--- src/rtl/alu_seq_pkg.sv ---
// alu_seq_pkg: shared opcodes, FSM state encoding and nibble width for alu_seq_ctrl
package alu_seq_pkg;
  localparam int NIB = 4;
  localparam logic OP_ADD = 1'b0;
  localparam logic OP_SUB = 1'b1;
  typedef enum logic [1:0] {IDLE = 2'd0, RUN = 2'd1, DONE = 2'd2} state_t;
endpackage

--- src/rtl/alu_seq_ctrl_nibble_slice.sv ---
// nibble_slice: combinational 4-bit lookahead-carry adder slice
// Ports: a_n, b_n - operand nibbles; c_in - carry into bit 0;
//        s - sum nibble; c_out - carry out of bit 3; c3 - carry into bit 3 (overflow detect)
module nibble_slice (
  input  logic [3:0] a_n,
  input  logic [3:0] b_n,
  input  logic       c_in,
  output logic [3:0] s,
  output logic       c_out,
  output logic       c3
);
  logic [3:0] g, p;
  logic c1, c2;
  assign g = a_n & b_n;
  assign p = a_n | b_n;
  assign c1 = g[0] | (p[0] & c_in);
  assign c2 = g[1] | (p[1] & g[0]) | (p[1] & p[0] & c_in);
  assign c3 = g[2] | (p[2] & g[1]) | (p[2] & p[1] & g[0]) | (p[2] & p[1] & p[0] & c_in);
  assign c_out = g[3] | (p[3] & g[2]) | (p[3] & p[2] & g[1]) | (p[3] & p[2] & p[1] & g[0])
               | (p[3] & p[2] & p[1] & p[0] & c_in);
  assign s = a_n ^ b_n ^ {c3, c2, c1, c_in};
endmodule

--- src/rtl/alu_seq_ctrl.sv ---
// alu_seq_ctrl: nibble-serial wide add/subtract sequencer built around one 4-bit lookahead slice
// Ports: clk, rst_n (async, active-low); start/op/a/b/cin request captured in IDLE; abort cancels RUN/DONE;
//        busy (RUN or DONE), done (one-cycle pulse), result, cout (SUB: 1 = no borrow), ovf (signed overflow).
// Optional: define ALU_SEQ_ZERO_FLAG_EN to add output zero (result == 0, valid with done).
module alu_seq_ctrl
  import alu_seq_pkg::*;
#(
  parameter int NIBBLES = 4
) (
  input  logic                 clk,
  input  logic                 rst_n,
  input  logic                 start,
  input  logic                 op,
  input  logic [4*NIBBLES-1:0] a,
  input  logic [4*NIBBLES-1:0] b,
  input  logic                 cin,
  input  logic                 abort,
  output logic                 busy,
  output logic                 done,
  output logic [4*NIBBLES-1:0] result,
  output logic                 cout,
  output logic                 ovf
`ifdef ALU_SEQ_ZERO_FLAG_EN
  ,
  output logic                 zero
`endif
);
  localparam int W = NIB * NIBBLES;
  localparam int IW = NIBBLES > 1 ? $clog2(NIBBLES) : 1;
  state_t state;
  logic [IW-1:0] idx;
  logic [W-1:0] a_q, b_q;
  logic carry, last, c_out, c3;
  logic [NIB-1:0] a_n, b_n, s;
`ifdef ALU_SEQ_ZERO_FLAG_EN
  logic zacc;
`endif
  assign a_n = a_q[NIB*idx +: NIB];
  assign b_n = b_q[NIB*idx +: NIB];
  assign last = idx == IW'(NIBBLES - 1);
  nibble_slice u_slice (
    .a_n  (a_n),
    .b_n  (b_n),
    .c_in (carry),
    .s    (s),
    .c_out(c_out),
    .c3   (c3)
  );
  // SUB is A + ~B + 1: B is stored inverted and the carry FF is seeded with 1.
  always_ff @(posedge clk or negedge rst_n) begin
    if (!rst_n) begin
      state  <= IDLE;
      idx    <= '0;
      carry  <= 1'b0;
      a_q    <= '0;
      b_q    <= '0;
      busy   <= 1'b0;
      done   <= 1'b0;
      result <= '0;
      cout   <= 1'b0;
      ovf    <= 1'b0;
`ifdef ALU_SEQ_ZERO_FLAG_EN
      zero   <= 1'b0;
      zacc   <= 1'b0;
`endif
    end else begin
      done <= 1'b0;
      if (state != IDLE && abort) begin
        state <= IDLE;
        busy  <= 1'b0;
        cout  <= 1'b0;
        ovf   <= 1'b0;
`ifdef ALU_SEQ_ZERO_FLAG_EN
        zero  <= 1'b0;
`endif
      end else if (state == IDLE) begin
        if (start) begin
          a_q   <= a;
          b_q   <= op == OP_SUB ? ~b : b;
          carry <= op == OP_ADD ? cin : 1'b1;
          idx   <= '0;
          busy  <= 1'b1;
          state <= RUN;
`ifdef ALU_SEQ_ZERO_FLAG_EN
          zero  <= 1'b0;
          zacc  <= 1'b1;
`endif
        end
      end else if (state == RUN) begin
        result[NIB*idx +: NIB] <= s;
        carry <= c_out;
        idx   <= last ? '0 : idx + 1'b1;
`ifdef ALU_SEQ_ZERO_FLAG_EN
        zacc  <= zacc & (s == '0);
`endif
        if (last) begin
          ovf   <= c_out ^ c3;
          state <= DONE;
        end
      end else begin
        done  <= 1'b1;
        cout  <= carry;
        busy  <= 1'b0;
        state <= IDLE;
`ifdef ALU_SEQ_ZERO_FLAG_EN
        zero  <= zacc;
`endif
      end
    end
  end
endmodule

--- config.mk ---
export PLATFORM = sky130hd
export DESIGN_NAME = alu_seq_ctrl
export DESIGN_NICKNAME = d
export VERILOG_FILES = /design/src/rtl/alu_seq_pkg.sv /design/src/rtl/alu_seq_ctrl_nibble_slice.sv /design/src/rtl/alu_seq_ctrl.sv
export SDC_FILE = /design/constraint.sdc
export NUM_CORES = 1
export LEC_CHECK = 0
export ABC_AREA = 1
export BUFFER_PORTS_ARGS = -buffer_cell sky130_fd_sc_hd__buf_2
export CORE_MARGIN = 3
export CORE_UTILIZATION = 50
export CTS_BUF_LIST = sky130_fd_sc_hd__clkbuf_8
export DETAILED_ROUTE_END_ITERATION = 8
export GPL_TIMING_DRIVEN = 1
export PLACE_DENSITY = 0.7
export SLEW_MARGIN = 20
export SYNTH_ARGS = -nofsm -noshare
export SYNTH_HDL_FRONTEND = slang
export SYNTH_SLANG_ARGS = --single-unit
--- constraint.sdc ---
create_clock -name clk -period 4.1 [get_ports clk]
set_input_delay 0.205 -clock clk [delete_from_list [all_inputs] [get_ports clk]]
set_output_delay 0.205 -clock clk [all_outputs]
set_load 0.1 [all_outputs]
* Yosys cells after proc, flatten, opt, wreduce, memory -nomap -nowiden
Cells that the tools add are included.
** Cells by class
- Mux-type cells :: 29
- Reductions and logical operators :: 13
- $add $sub $neg :: 2
- Eq/ne operators :: 8
- Bitwise operators :: 34
- Shift operators :: 4
** Operators by type and width (number)
- 4-bit negation with 34-bit output :: 1
- 4-bit by 34-bit variable shift with 16-bit output, first input constant :: 1
- 4-bit by 34-bit variable part select with 16-bit output :: 1
- 16-bit by 5-bit variable part select with 4-bit output :: 2
- 1-bit 2-to-1 mux :: 18
- 2-bit 2-to-1 mux :: 9
- 1-bit AND :: 16
- 16-bit bitwise mux :: 1
- 16-bit 2-to-1 mux :: 1
- 16-bit inverter :: 1
- 3-bit AND reduction :: 4
- 1-bit OR :: 10
- 2-bit nonzero test :: 4
- 4-bit bitwise XOR :: 2
- 2-bit inequality test, second input constant :: 3
- 3-bit inequality test, second input constant :: 2
- 2-bit AND reduction :: 3
- 4-bit AND :: 1
- 4-bit inequality test, second input constant :: 1
- 4-bit OR :: 1
- 2-bit by 1-bit adder with 2-bit output, second input constant :: 1
- 2-bit by 1-bit == test with 1-bit output, second input constant :: 1
- 2-bit == test, second input constant :: 1
- 2-bit logical NOT :: 1
- 3 further kinds :: 4
** Word-level totals
- Output and inout bits :: 20
- Flip-flop bits (word level) :: 57
- Input bits :: 38
- Word-level logic and storage cells :: 100

* Depth between registers and ports, before layout
- Depth in word-level cells :: 12
- Mapped depth :: 15
- Gate-level depth less buffers :: 15

* By module
Synthesis repeated with hierarchy kept, for this count alone.
** Second synthesis, totals
- Cells, all modules :: 397
- Area total of the unflattened synthesis :: 3105.5 µm²
** By module, submodules not included
- alu_seq_ctrl :: instances 1, area each 2806.4 µm², cells each 351, sequential area each 1426.4 µm²
- nibble_slice :: instances 1, area each 299.0 µm², cells each 46, sequential area each 0.0 µm²

* Worst setup path before layout
No wires, ideal clock.
- Kind :: reg-to-reg
- From :: reg idx[0]
- To :: reg result[3]
- Setup time :: 0.076 ns
- Required time :: 4.024 ns
- Clock period less this slack :: 2.055 ns
- Stages on the path, launching flop included :: 16
- Buffers on the path :: 2
- Slack :: 2.045 ns
- Data arrival time :: 1.979 ns
- Cells stage by stage :: dfrtp_1 -> buf_2 -> buf_2 -> a21oi_1 -> a32oi_1 -> inv_1 -> ha_1 -> inv_1 -> nand2_1 -> nand2_1 -> nand2_1 -> nand2_1 -> nand2_1 -> nand2_1 -> inv_1 -> o21ai_1
** Between the ends
- Cells in the longest elaborated chain, start to end :: 9
- Elaborated cells between the ends (all ways) :: 25
- Those cells by class :: 1 x add/sub; 4 x shift; 1 x mux; 19 x bitwise
** Ends and longest elaborated chain
- start, declared :: line alu_seq_ctrl.sv:31 : logic [IW-1:0] idx;
- start signal, assigned :: line alu_seq_ctrl.sv:92 : idx <= last ? '0 : idx + 1'b1;
- 16-bit by 5-bit variable part select with 4-bit output (on tied branches) :: line alu_seq_ctrl.sv:38, alu_seq_ctrl.sv:39
- 4-bit OR / 4-bit AND (equally long branches) :: line alu_seq_ctrl_nibble_slice.sv:15, alu_seq_ctrl_nibble_slice.sv:14
- 1-bit AND :: line alu_seq_ctrl_nibble_slice.sv:18 : assign c3 = g[2] | (p[2] & g[1]) | (p[2] & p[1] & g[0]) | (p[2] & p[1] & p[0] & c_in);
- 1-bit OR / 1-bit AND (equally long branches) (2 in a row) :: line alu_seq_ctrl_nibble_slice.sv:18
- 1-bit OR :: line alu_seq_ctrl_nibble_slice.sv:18
- 4-bit bitwise XOR :: line alu_seq_ctrl_nibble_slice.sv:21 : assign s = a_n ^ b_n ^ {c3, c2, c1, c_in};
- 4-bit by 34-bit variable part select with 16-bit output :: line alu_seq_ctrl.sv:90 : result[NIB*idx +: NIB] <= s;
- 16-bit bitwise mux (*) :: line alu_seq_ctrl.sv:90
- end signal, assigned by index :: line alu_seq_ctrl.sv:90
- end, declared :: line alu_seq_ctrl.sv:20 : output logic [4*NIBBLES-1:0] result,
Every way passes the cells marked *; elsewhere a longest branch is shown, timed or not.
A chain may end at the register's enable or synchronous reset.

* Final worst setup path
- From :: reg idx[0]
- To :: reg result[15]
The elaborated chain is that of the path after synthesis.

==> results.md <==
* Status: finished, violations left
* Post-CTS Setup Inserts at 0
* Max_slew headroom at 38.9%
* Setup TNS at 0 ns
* Fmax achieved at 358 MHz
* Deepest clock path buffer count at 2
* Top-area cell type share of the netlist area at 46.7%
* Iter 0 DRT Violations at 99
* Row cnt at 27
* Total grt overflow at 0
* Largest net degree at the start of global routing at 58
* Final setup violation count at 0
* Hold/Removal Path Class: input port to async pin
* TritonCTS Sinks at 57
* P per Cell Area at 820 nW/um2
* Async SR Flop Fraction at 100%
* Fill cells at 511
* Avg Cell Area, Syn at 8.45 um2
* CTS resizes at 0
* Post-synthesis cell count at 361
* Min Tclk post-route at 2.79 ns
* Mapped Area at 3050 um2
* Register area share after synthesis at 46.7%
* H-tree Lvls at 3
* Max-slew violation count at 0
* Worst vdd ir at 0.476 mV
* Post-route worst setup slack at 1.31 ns
* Number of global-route vias before repair at 2287
* Die area at 7080 um2
* Hold buffers post-CTS at 0
* Yosys top cell by area: dfrtp_1
* Hold_ws at -0.0114 ns
* Post-synth EDFFs at 0
* Dpl hpwl at 4390 um
* Critical path buffer and inverter count at 3
* Netlist cell types at 28
* Number of clock buffers inserted by TritonCTS at 9
* GRT Util Overall at 19.0%
* Worst Path Class, Setup: flip-flop to flip-flop
* Routability cong. at 0.917
* Pre-antenna DRT Iters at 4
* Worst slew pin tran at 0.916 ns
* Final Instance Count excl. Fillers at 494
* Die X at 84.1 um
* Yosys reg bits at 57
* RSZ-0062 raised after global routing: false
* Clock Latency Late Sink at 0.34 ns
* IO Count at 58
* Nets@finish at 471
* Pwr Total at 2.92 mW
* Pre-CTS setup slack at 1.35 ns
* Top delay family on crit path: simple AND/OR/NAND/NOR gates
* CP max-delay cell: dfrtp_1
* Maxcap violations at 0
* Worst-path fanout max at 29
* Vias at 2451
* Worst clock skew at 0.00712 ns
* Setup crit end kind: flip-flop
* Crit path launch type: flip-flop
* Data arrival time of the worst path at 3.06 ns
* Failing checks: hold timing
* Period utilization at 68.1%
* CTS tree: yes
* CP peak stage delay at 0.72 ns
* Number of port buffers at 57
* Clock tree root driver cell: clkbuf_8
* Synth Net Count at 415
* Area growth, synth to finish at 16.7%
* DRC at 0
* Antenna Nets Post-Route at 0
* Initial antenna violation count at 0
* Antenna Diode Count at 0
* Ys flop type: dfrtp_1
* Static leakage at 1.94 nW
* Final hold vios at 8
* Reg-to-reg setup timing slack at 1.31 ns
* Wire per inst at 12.5 um
* CP Cell Sequence: inv_2 > nand2_1 > a32oi_1 > inv_1 > ha_1 > inv_1 > nand2_1 > nand2_1 > nand2_1 > nand2_1 > nand2_1 > nand2_1 > nand4_1 > nand2_1
* Inst Count DP at 478
* Synth warnings at 0
* Number of vias per cell at 4.96
* WL final at 6150 um
* Clock slew seen by the registers of the worst setup and hold paths at 0.06 ns
* Critical Path RT at 4.37 ns
* First-pass GRT wire length at 10700 um
* Layout cells sized above 1 at 22.0%
* Main area contributors after synthesis: dfrtp_1 47%, nand2_1 15%, ha_1 6.2%, o21ai_0 5.4%, xnor2_1 4.9%
* Initial Utilization at 53.5%
* CP most frequent cell: nand2_1
* Die height at 84.1 um
* Core Area at 5710 um2
==> per-layer routing <==
layer / part of all wire [%] / track usage (%) / wire (um)
met4: 2.1 / 10.1 / 129
met5: 0 / 0 / 0
met1: 46 / 25.2 / 2860
met3: 6.1 / 5.73 / 378
met2: 45 / 28.0 / 2790
==> cells in the mapped netlist, types with 2 or more instances <==
cell type	n
dfrtp_1	57
xnor2_1	17
nor2_1	11
o21ai_2	4
buf_6	2
buf_4	4
ha_1	15
a32oi_1	8
a21oi_1	12
nand4_1	3
o22ai_1	2
buf_2	7
nand3_1	10
nand2_1	119
nor2_4	4
nand2_4	3
inv_1	36
inv_2	5
o21ai_0	33
==> cell families after synthesis <==
| family | Yosys count | synth area share [%] |
|---|---|---|
| adder cells (fa/ha/maj) | 16 | 6.81 |
| buffers and inverters | 57 | 8.49 |
| AND/OR/NAND/NOR | 152 | 21.2 |
| AO/OA/AOI/OAI | 62 | 11.9 |
| XOR/XNOR | 17 | 4.88 |
| flip-flops | 57 | 46.7 |
==> power breakdown <==
part | internal [mW] | leakage (nW) | total [mW] | switching, mW
combinational | 0.423 | 1.10 | 1.49 | 1.07
sequential | 0.743 | 0.733 | 0.891 | 0.148
clock | 0.318 | 0.112 | 0.533 | 0.215
==> layout by cell type, fill, tap and decap left out, drive strengths merged, types with 10 or more instances in the layout <==
cell    count
nor2       15
clkbuf     15
xnor2      17
inv        42
buf        59
o21ai      38
nand2     123
dfrtp      57
a21oi      12
ha         15
nand3      10
==> area by class of cell <==
class	count	area [um2]	share of cell area, %
Clock buffer	15	206	5.80
Multi-Input combinational cell	247	1370	38.4
Sequential cell	57	1430	40.1
Tap cell	72	90.1	2.53
Clock inverter	1	5.00	0.141
Timing Repair Buffer	59	300	8.43
Inverter	43	166	4.67
==> sequential cells by signal, indices dropped and copies added (netlist names) <==
name and count:
a_q 16, b_q 16, busy 1, carry 1, cout 1, done 1, idx 2, ovf 1
result 16, state 2
==> worst paths after layout <==
| kind | to | cells after the start | start |
|---|---|---|---|
| worst min register to register | result[4]$_DFFE_PN0P_ | 2 | result[4]$_DFFE_PN0P_ |
| max in group asynchronous | b_q[12]$_DFFE_PN0P_ | 2 | rst_n |
| worst max register to register | result[15]$_DFFE_PN0P_ | 14 | idx[0]$_DFFE_PN0P_ |
| worst min-delay path | cout$_DFFE_PN0P_ | 2 | rst_n |
| worst max-delay path | result[15]$_DFFE_PN0P_ | 14 | idx[0]$_DFFE_PN0P_ |
| min in group clk | a_q[15]$_DFFE_PN0P_ | 3 | a[15] |
==> stage by stage <==
step	area [um2]	util (%)	hold WS, ns
after global placement	3350	58.7	0.387
after floorplan	3050	-	-0.0906
after global routing	3560	62.4	0.0495
after CTS	3560	62.4	0.0261
final	3560	62.4	-0.0114
after detailed placement	3350	58.7	0.390
Power figures use the tool's default switching activity.
